==> src/rtl/mem_access_unit.sv <==
// Load/store unit: turns a CPU memory-stage access into a word-addressed
// req/ack transaction with byte enables and returns formatted load data.
module mem_access_unit #(
   parameter int unsigned ADDR_WIDTH = 10,
   parameter int unsigned TIMEOUT    = 16
) (
   input  logic                  clk,
   input  logic                  rst,
   input  logic                  start,
   input  logic                  is_store,
   input  logic [2:0]            mem_control,
   input  logic [31:0]           addr,
   input  logic [31:0]           store_data,
   output logic [31:0]           load_data,
   output logic                  done,
   output logic                  err,
   output logic                  busy,
   output logic                  dmem_req,
   output logic                  dmem_we,
   output logic [ADDR_WIDTH-1:0] dmem_addr,
   output logic [3:0]            dmem_be,
   output logic [31:0]           dmem_wdata,
   input  logic [31:0]           dmem_rdata,
   input  logic                  dmem_ack
);

   localparam int unsigned CNT_W    = (TIMEOUT > 1) ? $clog2(TIMEOUT) : 1;
   localparam int unsigned TMO_LAST = (TIMEOUT == 0) ? 0 : TIMEOUT - 1;

   typedef enum logic [1:0] {IDLE, ACCESS, DONE} state_t;

   state_t                  state, state_next;
   logic [CNT_W-1:0]        cnt, cnt_next;
   logic [2:0]              f3_q, f3_next;
   logic [1:0]              lane_q, lane_next;
   logic [31:0]             load_next, wdata_next, wdata_c, fmt_c;
   logic                    done_next, err_next, busy_next, req_next, we_next;
   logic [ADDR_WIDTH-1:0]   addr_next;
   logic [3:0]              be_next, be_c;
   logic                    illegal_c, misaligned_c;
   logic [7:0]              byte_c;
   logic [15:0]             half_c;

   // Address bits above the word-address window are intentionally ignored.
   logic unused_addr_hi;
   assign unused_addr_hi = ^addr[31:ADDR_WIDTH+2];

   // Legality, byte-enable and lane-replicated write-data for the incoming access.
   always_comb begin
      illegal_c    = is_store ? (mem_control[2] || (mem_control[1:0] == 2'b11))
                              : ((mem_control == 3'b011) || (mem_control[2:1] == 2'b11));
      misaligned_c = ((mem_control[1:0] == 2'b01) && addr[0]) ||
                     ((mem_control[1:0] == 2'b10) && (addr[1:0] != 2'b00));
      case (mem_control[1:0])
         2'b00:   begin be_c = 4'(4'b0001 << addr[1:0]); wdata_c = {4{store_data[7:0]}};  end
         2'b01:   begin be_c = 4'(4'b0011 << addr[1:0]); wdata_c = {2{store_data[15:0]}}; end
         default: begin be_c = 4'b1111;                  wdata_c = store_data;            end
      endcase
   end

   // Extract and extend the addressed lane of the returned read word.
   always_comb begin
      byte_c = dmem_rdata[8*lane_q +: 8];
      half_c = lane_q[1] ? dmem_rdata[31:16] : dmem_rdata[15:0];
      case (f3_q)
         3'b000:  fmt_c = {{24{byte_c[7]}}, byte_c};
         3'b100:  fmt_c = {24'b0, byte_c};
         3'b001:  fmt_c = {{16{half_c[15]}}, half_c};
         3'b101:  fmt_c = {16'b0, half_c};
         default: fmt_c = dmem_rdata;
      endcase
   end

   // Next-state and next-output logic.
   always_comb begin
      state_next = state;
      cnt_next   = cnt;
      f3_next    = f3_q;
      lane_next  = lane_q;
      load_next  = '0;
      done_next  = 1'b0;
      err_next   = 1'b0;
      req_next   = dmem_req;
      we_next    = dmem_we;
      addr_next  = dmem_addr;
      be_next    = dmem_be;
      wdata_next = dmem_wdata;
      case (state)
         IDLE: begin
            if (start) begin
               f3_next   = mem_control;
               lane_next = addr[1:0];
               cnt_next  = '0;
               if (illegal_c || misaligned_c) begin
                  state_next = DONE;
                  done_next  = 1'b1;
                  err_next   = 1'b1;
               end else begin
                  state_next = ACCESS;
                  req_next   = 1'b1;
                  we_next    = is_store;
                  addr_next  = addr[ADDR_WIDTH+1:2];
                  be_next    = be_c;
                  wdata_next = is_store ? wdata_c : 32'h0;
               end
            end
         end
         ACCESS: begin
            if (dmem_ack) begin
               state_next = DONE;
               req_next   = 1'b0;
               we_next    = 1'b0;
               done_next  = 1'b1;
               load_next  = dmem_we ? 32'h0 : fmt_c;
            end else if ((TIMEOUT != 0) && (cnt == CNT_W'(TMO_LAST))) begin
               state_next = DONE;
               req_next   = 1'b0;
               we_next    = 1'b0;
               done_next  = 1'b1;
               err_next   = 1'b1;
            end else begin
               cnt_next = cnt + CNT_W'(1);
            end
         end
         DONE:    state_next = IDLE;
         default: state_next = IDLE;
      endcase
      busy_next = (state_next != IDLE);
   end

   // State and registered outputs.
   always_ff @(posedge clk) begin
      if (!rst) begin
         state      <= IDLE;
         cnt        <= '0;
         f3_q       <= '0;
         lane_q     <= '0;
         load_data  <= '0;
         done       <= 1'b0;
         err        <= 1'b0;
         busy       <= 1'b0;
         dmem_req   <= 1'b0;
         dmem_we    <= 1'b0;
         dmem_addr  <= '0;
         dmem_be    <= '0;
         dmem_wdata <= '0;
      end else begin
         state      <= state_next;
         cnt        <= cnt_next;
         f3_q       <= f3_next;
         lane_q     <= lane_next;
         load_data  <= load_next;
         done       <= done_next;
         err        <= err_next;
         busy       <= busy_next;
         dmem_req   <= req_next;
         dmem_we    <= we_next;
         dmem_addr  <= addr_next;
         dmem_be    <= be_next;
         dmem_wdata <= wdata_next;
      end
   end

endmodule

==> config.mk <==
export PLATFORM = sky130hd
export DESIGN_NAME = mem_access_unit
export DESIGN_NICKNAME = d
export VERILOG_FILES = /design/src/rtl/mem_access_unit.sv
export SDC_FILE = /design/constraint.sdc
export NUM_CORES = 1
export LEC_CHECK = 0
export ABC_AREA = 1
export CORE_AREA = 2 2 98 100
export CTS_BUF_LIST = sky130_fd_sc_hd__clkbuf_4
export DETAILED_ROUTE_END_ITERATION = 12
export DIE_AREA = 0 0 100 102
export GPL_TIMING_DRIVEN = 0
export MAX_ROUTING_LAYER = met4
export PLACE_DENSITY = 0.92
export SLEW_MARGIN = 20
export SYNTH_ARGS = -nofsm -noshare
export SYNTH_HDL_FRONTEND = slang
export SYNTH_SLANG_ARGS = --single-unit
export TNS_END_PERCENT = 10
==> constraint.sdc <==
create_clock -name clk -period 2.7 [get_ports clk]
set_input_delay 0.54 -clock clk [delete_from_list [all_inputs] [get_ports clk]]
set_output_delay 0.54 -clock clk [all_outputs]
set_load 0.01 [all_outputs]
==> metrics.md <==
| Metric | Value |
|---|---|
| Status | finished clean |
| Core Region | 9110 µm² |
| Die span in y | 102 µm |
| P&R area growth vs syn | 46.1% |
| Initial Utilization | 0.463 |
| Post-CTS Setup Bufs | 0 |
| Cell taking the most area after synthesis | dfxtp_1 |
| Share of cells above drive strength 1 | 0.0494 |
| Port Buf Inserts | 166 |
| Int Pwr | 2.04 mW |
| CTS Hold Bufs | 0 |
| RSZ-0062 raised after global routing | no |
| Leak | 2.54 nW |
| Clock Power Share | 0.272 |
| Tcrit/Tclk final | 0.742 |
| Worst Setup EP | dmem_wdata[2]$_SDFFE_PN0P_ |
| Post_cts resized | 0 |
| Root buffer selected by CTS | clkbuf_4 |
| Routability cong. | 1.05 |
| Synthesized area per cell | 6.73 µm² |
| Largest net degree at the start of global routing | 16 |
| Worst Tran Pin Value | 0.531 ns |
| Clk_lat worst skew | 0.46 ns |
| Pwr Density | 472 nW/µm² |
| DP Area | 6020 µm² |
| Pre-CTS setup slack | 0.258 ns |
| Seq/Total Area, Yosys | 0.446 |
| Antenna-violating nets left | 0 |
| Post-synthesis register bit count | 94 |
| Vias | 4934 |
| Final Max Tran Viols | 0 |
| TritonCTS Sinks | 94 |
| Clock skew | 0.0168 ns |
| Setup crit end kind | flip-flop |
| N_diodes | 0 |
| Cell Area, Synth | 4220 µm² |
| H-Tree Depth | 3 |
| Worst Setup SP | mem_control[1] |
| IO Count | 187 |
| CP Class | in -> reg |
| Share of the synthesized area in the top cell type | 0.446 |
| Worst R2R Setup Slack | 1.07 ns |
| Register share of total power | 0.504 |
| Maximum fanout along the worst path | 10 |
| Gate power share | 0.223 |
| Maxcap violations | 0 |
| Hold Crit Class | reg -> reg |
| CTS Buf Count | 9 |
| Cell variety after synth | 26 |
| Worst-path clk slew | 0.15 ns |
| Setup_tns | 0 ns |
| Setup violators final | 0 |
| Max-Slew Margin vs Limit | 0.645 |
| Drt wl/cell | 15.0 µm |
| DRC | 0 |
| Max clock buf depth | 2 |
| Starting DRT DRC Count | 352 |
| WL final | 13800 µm |
| Worst setup margin | 0.695 ns |
| Post-Synthesis Net Count | 732 |
| Min Tclk post-route | 2.00 ns |
| Final hold vios | 0 |
| CP arrival | 2.40 ns |
| Cells on worst reg2reg path | 7 |
| FF-to-FF End | load_data[31]$_SDFF_PP0_ |
| Main area contributors after synthesis | dfxtp_1 (45%), nand2_1 (15%), a21oi_1 (8.8%), nor2_1 (7.4%), o21ai_0 (7.1%) |
| WP data required | 3.10 ns |
| Switch share | 0.298 |
| Synth warnings | 0 |
| Layout net count | 909 |
| Post-route cell area | 6160 µm² |
| All-Layer GR Usage | 0.282 |
| First-pass GRT wire length | 22100 µm |
| Launching point of the worst reg2reg path | state[0]$_SDFF_PN0_ |
| Peak Freq | 499 MHz |
| Number of cell rows | 35 |
| Drt pass-1 iters | 5 |
| Psw | 0.866 mW |
| Die X | 100 µm |
| Hpwl dp | 10500 µm |
| Global route total overflow | 0 |
| Die outline area | 10200 µm² |
| Initial antenna violation count | 0 |
| Worst VDD drop | 0.280 mV |
| Worst setup SP type | input pin |
| Vias in the first global route | 4669 |
| Via density | 5.36 |
| CTS tree | built |
| Gate Count Post-Synth | 627 |
==> through the flow <==
step           power (mW)   util  hold WS [ns]  std cells
3_3_place_gp         2.11  0.661         0.452        904
3_5_place_dp         2.13  0.661         0.458        904
5_1_grt              3.04  0.676         0.497        920
2_1_floorplan        1.82      -         0.444        627
6_report             2.91  0.676         0.473        920
4_1_cts              2.90  0.676         0.477        920
==> layout by cell type (no fill, tap or decap) <==
cell / synthesis / layout
o22ai_1: 2 / 2
inv_2: 3 / 3
nand3_4: 1 / 1
clkinvlp_4: 0 / 1
nand3_2: 1 / 1
o211a_1: 1 / 1
clkbuf_2: 1 / 1
a21oi_1: 74 / 74
nor2_1: 83 / 83
nor3_1: 1 / 1
buf_6: 4 / 4
o21ai_1: 2 / 2
nand2_1: 172 / 172
clkbuf_4: 0 / 11
buf_2: 7 / 7
inv_1: 48 / 48
nand3_1: 38 / 38
or2_2: 6 / 6
clkbuf_1: 20 / 20
a21boi_0: 1 / 1
o31ai_1: 1 / 1
clkinv_2: 0 / 1
clkdlybuf4s50_1: 0 / 166
o211ai_1: 2 / 2
bufinv_16: 0 / 1
dfxtp_1: 94 / 94
o21ai_0: 60 / 60
nor2_2: 1 / 1
a22oi_1: 1 / 1
buf_1: 2 / 2
ha_1: 1 / 1
clkinv_4: 0 / 2
==> registers in the layout, summed over array words and instances (netlist names), 2 cells and up <==
register / cells
f3_q: 3
cnt: 4
dmem_be: 4
lane_q: 2
load_data: 32
dmem_addr: 10
dmem_wdata: 32
state: 2
==> critical path: stages <==
cell	delay, ns
clkdlybuf4s50_1	0.61
inv_2	0.15
buf_6	0.14
nand3_2	0.10
nand3_4	0.17
clkbuf_1	0.39
nand2_1	0.11
a21oi_1	0.18
==> synthesized netlist by cell type <==
| library cell | number |
|---|---|
| nor2_1 | 83 |
| o211ai_1 | 2 |
| clkbuf_2 | 1 |
| a21boi_0 | 1 |
| o21ai_0 | 60 |
| buf_1 | 2 |
| nand3_2 | 1 |
| o22ai_1 | 2 |
| a22oi_1 | 1 |
| nor2_2 | 1 |
| a21oi_1 | 74 |
| o31ai_1 | 1 |
| o21ai_1 | 2 |
| or2_2 | 6 |
| buf_6 | 4 |
| dfxtp_1 | 94 |
| nand3_1 | 38 |
| clkbuf_1 | 20 |
| nand2_1 | 172 |
| nor3_1 | 1 |
| nand3_4 | 1 |
| ha_1 | 1 |
| inv_2 | 3 |
| inv_1 | 48 |
| buf_2 | 7 |
| o211a_1 | 1 |
==> layer usage <==
metal | track usage | routed length [µm] | vias up
met5 | - | 0 | -
met4 | 0.129 | 442 | 0
met3 | 0.0602 | 1400 | 46
met2 | 0.470 | 6530 | 319
met1 | 0.329 | 5390 | 2209
li1 | - | - | 2360
==> power groups by stage <==
| stage | sequential (mW) | clock [mW] | combinational [mW] |
|---|---|---|---|
| after detailed placement | 1.49 | 0 | 0.634 |
| final | 1.46 | 0.791 | 0.649 |
| after global routing | 1.47 | 0.864 | 0.709 |
| after floorplan | 1.51 | 0 | 0.308 |
| after global placement | 1.49 | 0 | 0.618 |
| after CTS | 1.46 | 0.800 | 0.638 |
==> worst min-delay path by stage <==
stage	from	endpoint	slack (ns)	cells past startpoint
finish	dmem_req$_SDFFE_PN0P_	dmem_req$_SDFFE_PN0P_	0.47	2
global route	dmem_req$_SDFFE_PN0P_	dmem_req$_SDFFE_PN0P_	0.50	2
CTS	dmem_req$_SDFFE_PN0P_	dmem_req$_SDFFE_PN0P_	0.48	2
detailed placement	dmem_wdata[5]$_SDFFE_PN0P_	dmem_wdata[5]$_SDFFE_PN0P_	0.46	2
global placement	dmem_wdata[5]$_SDFFE_PN0P_	dmem_wdata[5]$_SDFFE_PN0P_	0.45	2
floorplan	f3_q[2]$_SDFFE_PN0P_	f3_q[2]$_SDFFE_PN0P_	0.44	2
==> cell families (layout without fill, tap and decap cells) <==
kind of cell             after synthesis  count (layout)  share of synthesized area
adder cells (fa/ha/maj)                1               1                    0.00297
AO/OA/AOI/OAI                        144             144                      0.176
flip-flops                            94              94                      0.446
AND/OR/NAND/NOR                      303             303                      0.290
buffers and inverters                 85             267                     0.0851
==> final cells by class <==
class	count	area, µm²
timing repair buffer	166	1660
fill	774	2950
buffer	34	168
sequential	94	1880
clock buffer	11	82.6
tap	111	139
clock inverter	5	60.1
inverter	51	191
multi-input combinational	448	1980
Note: power is estimated with default switching activity, not from simulation.
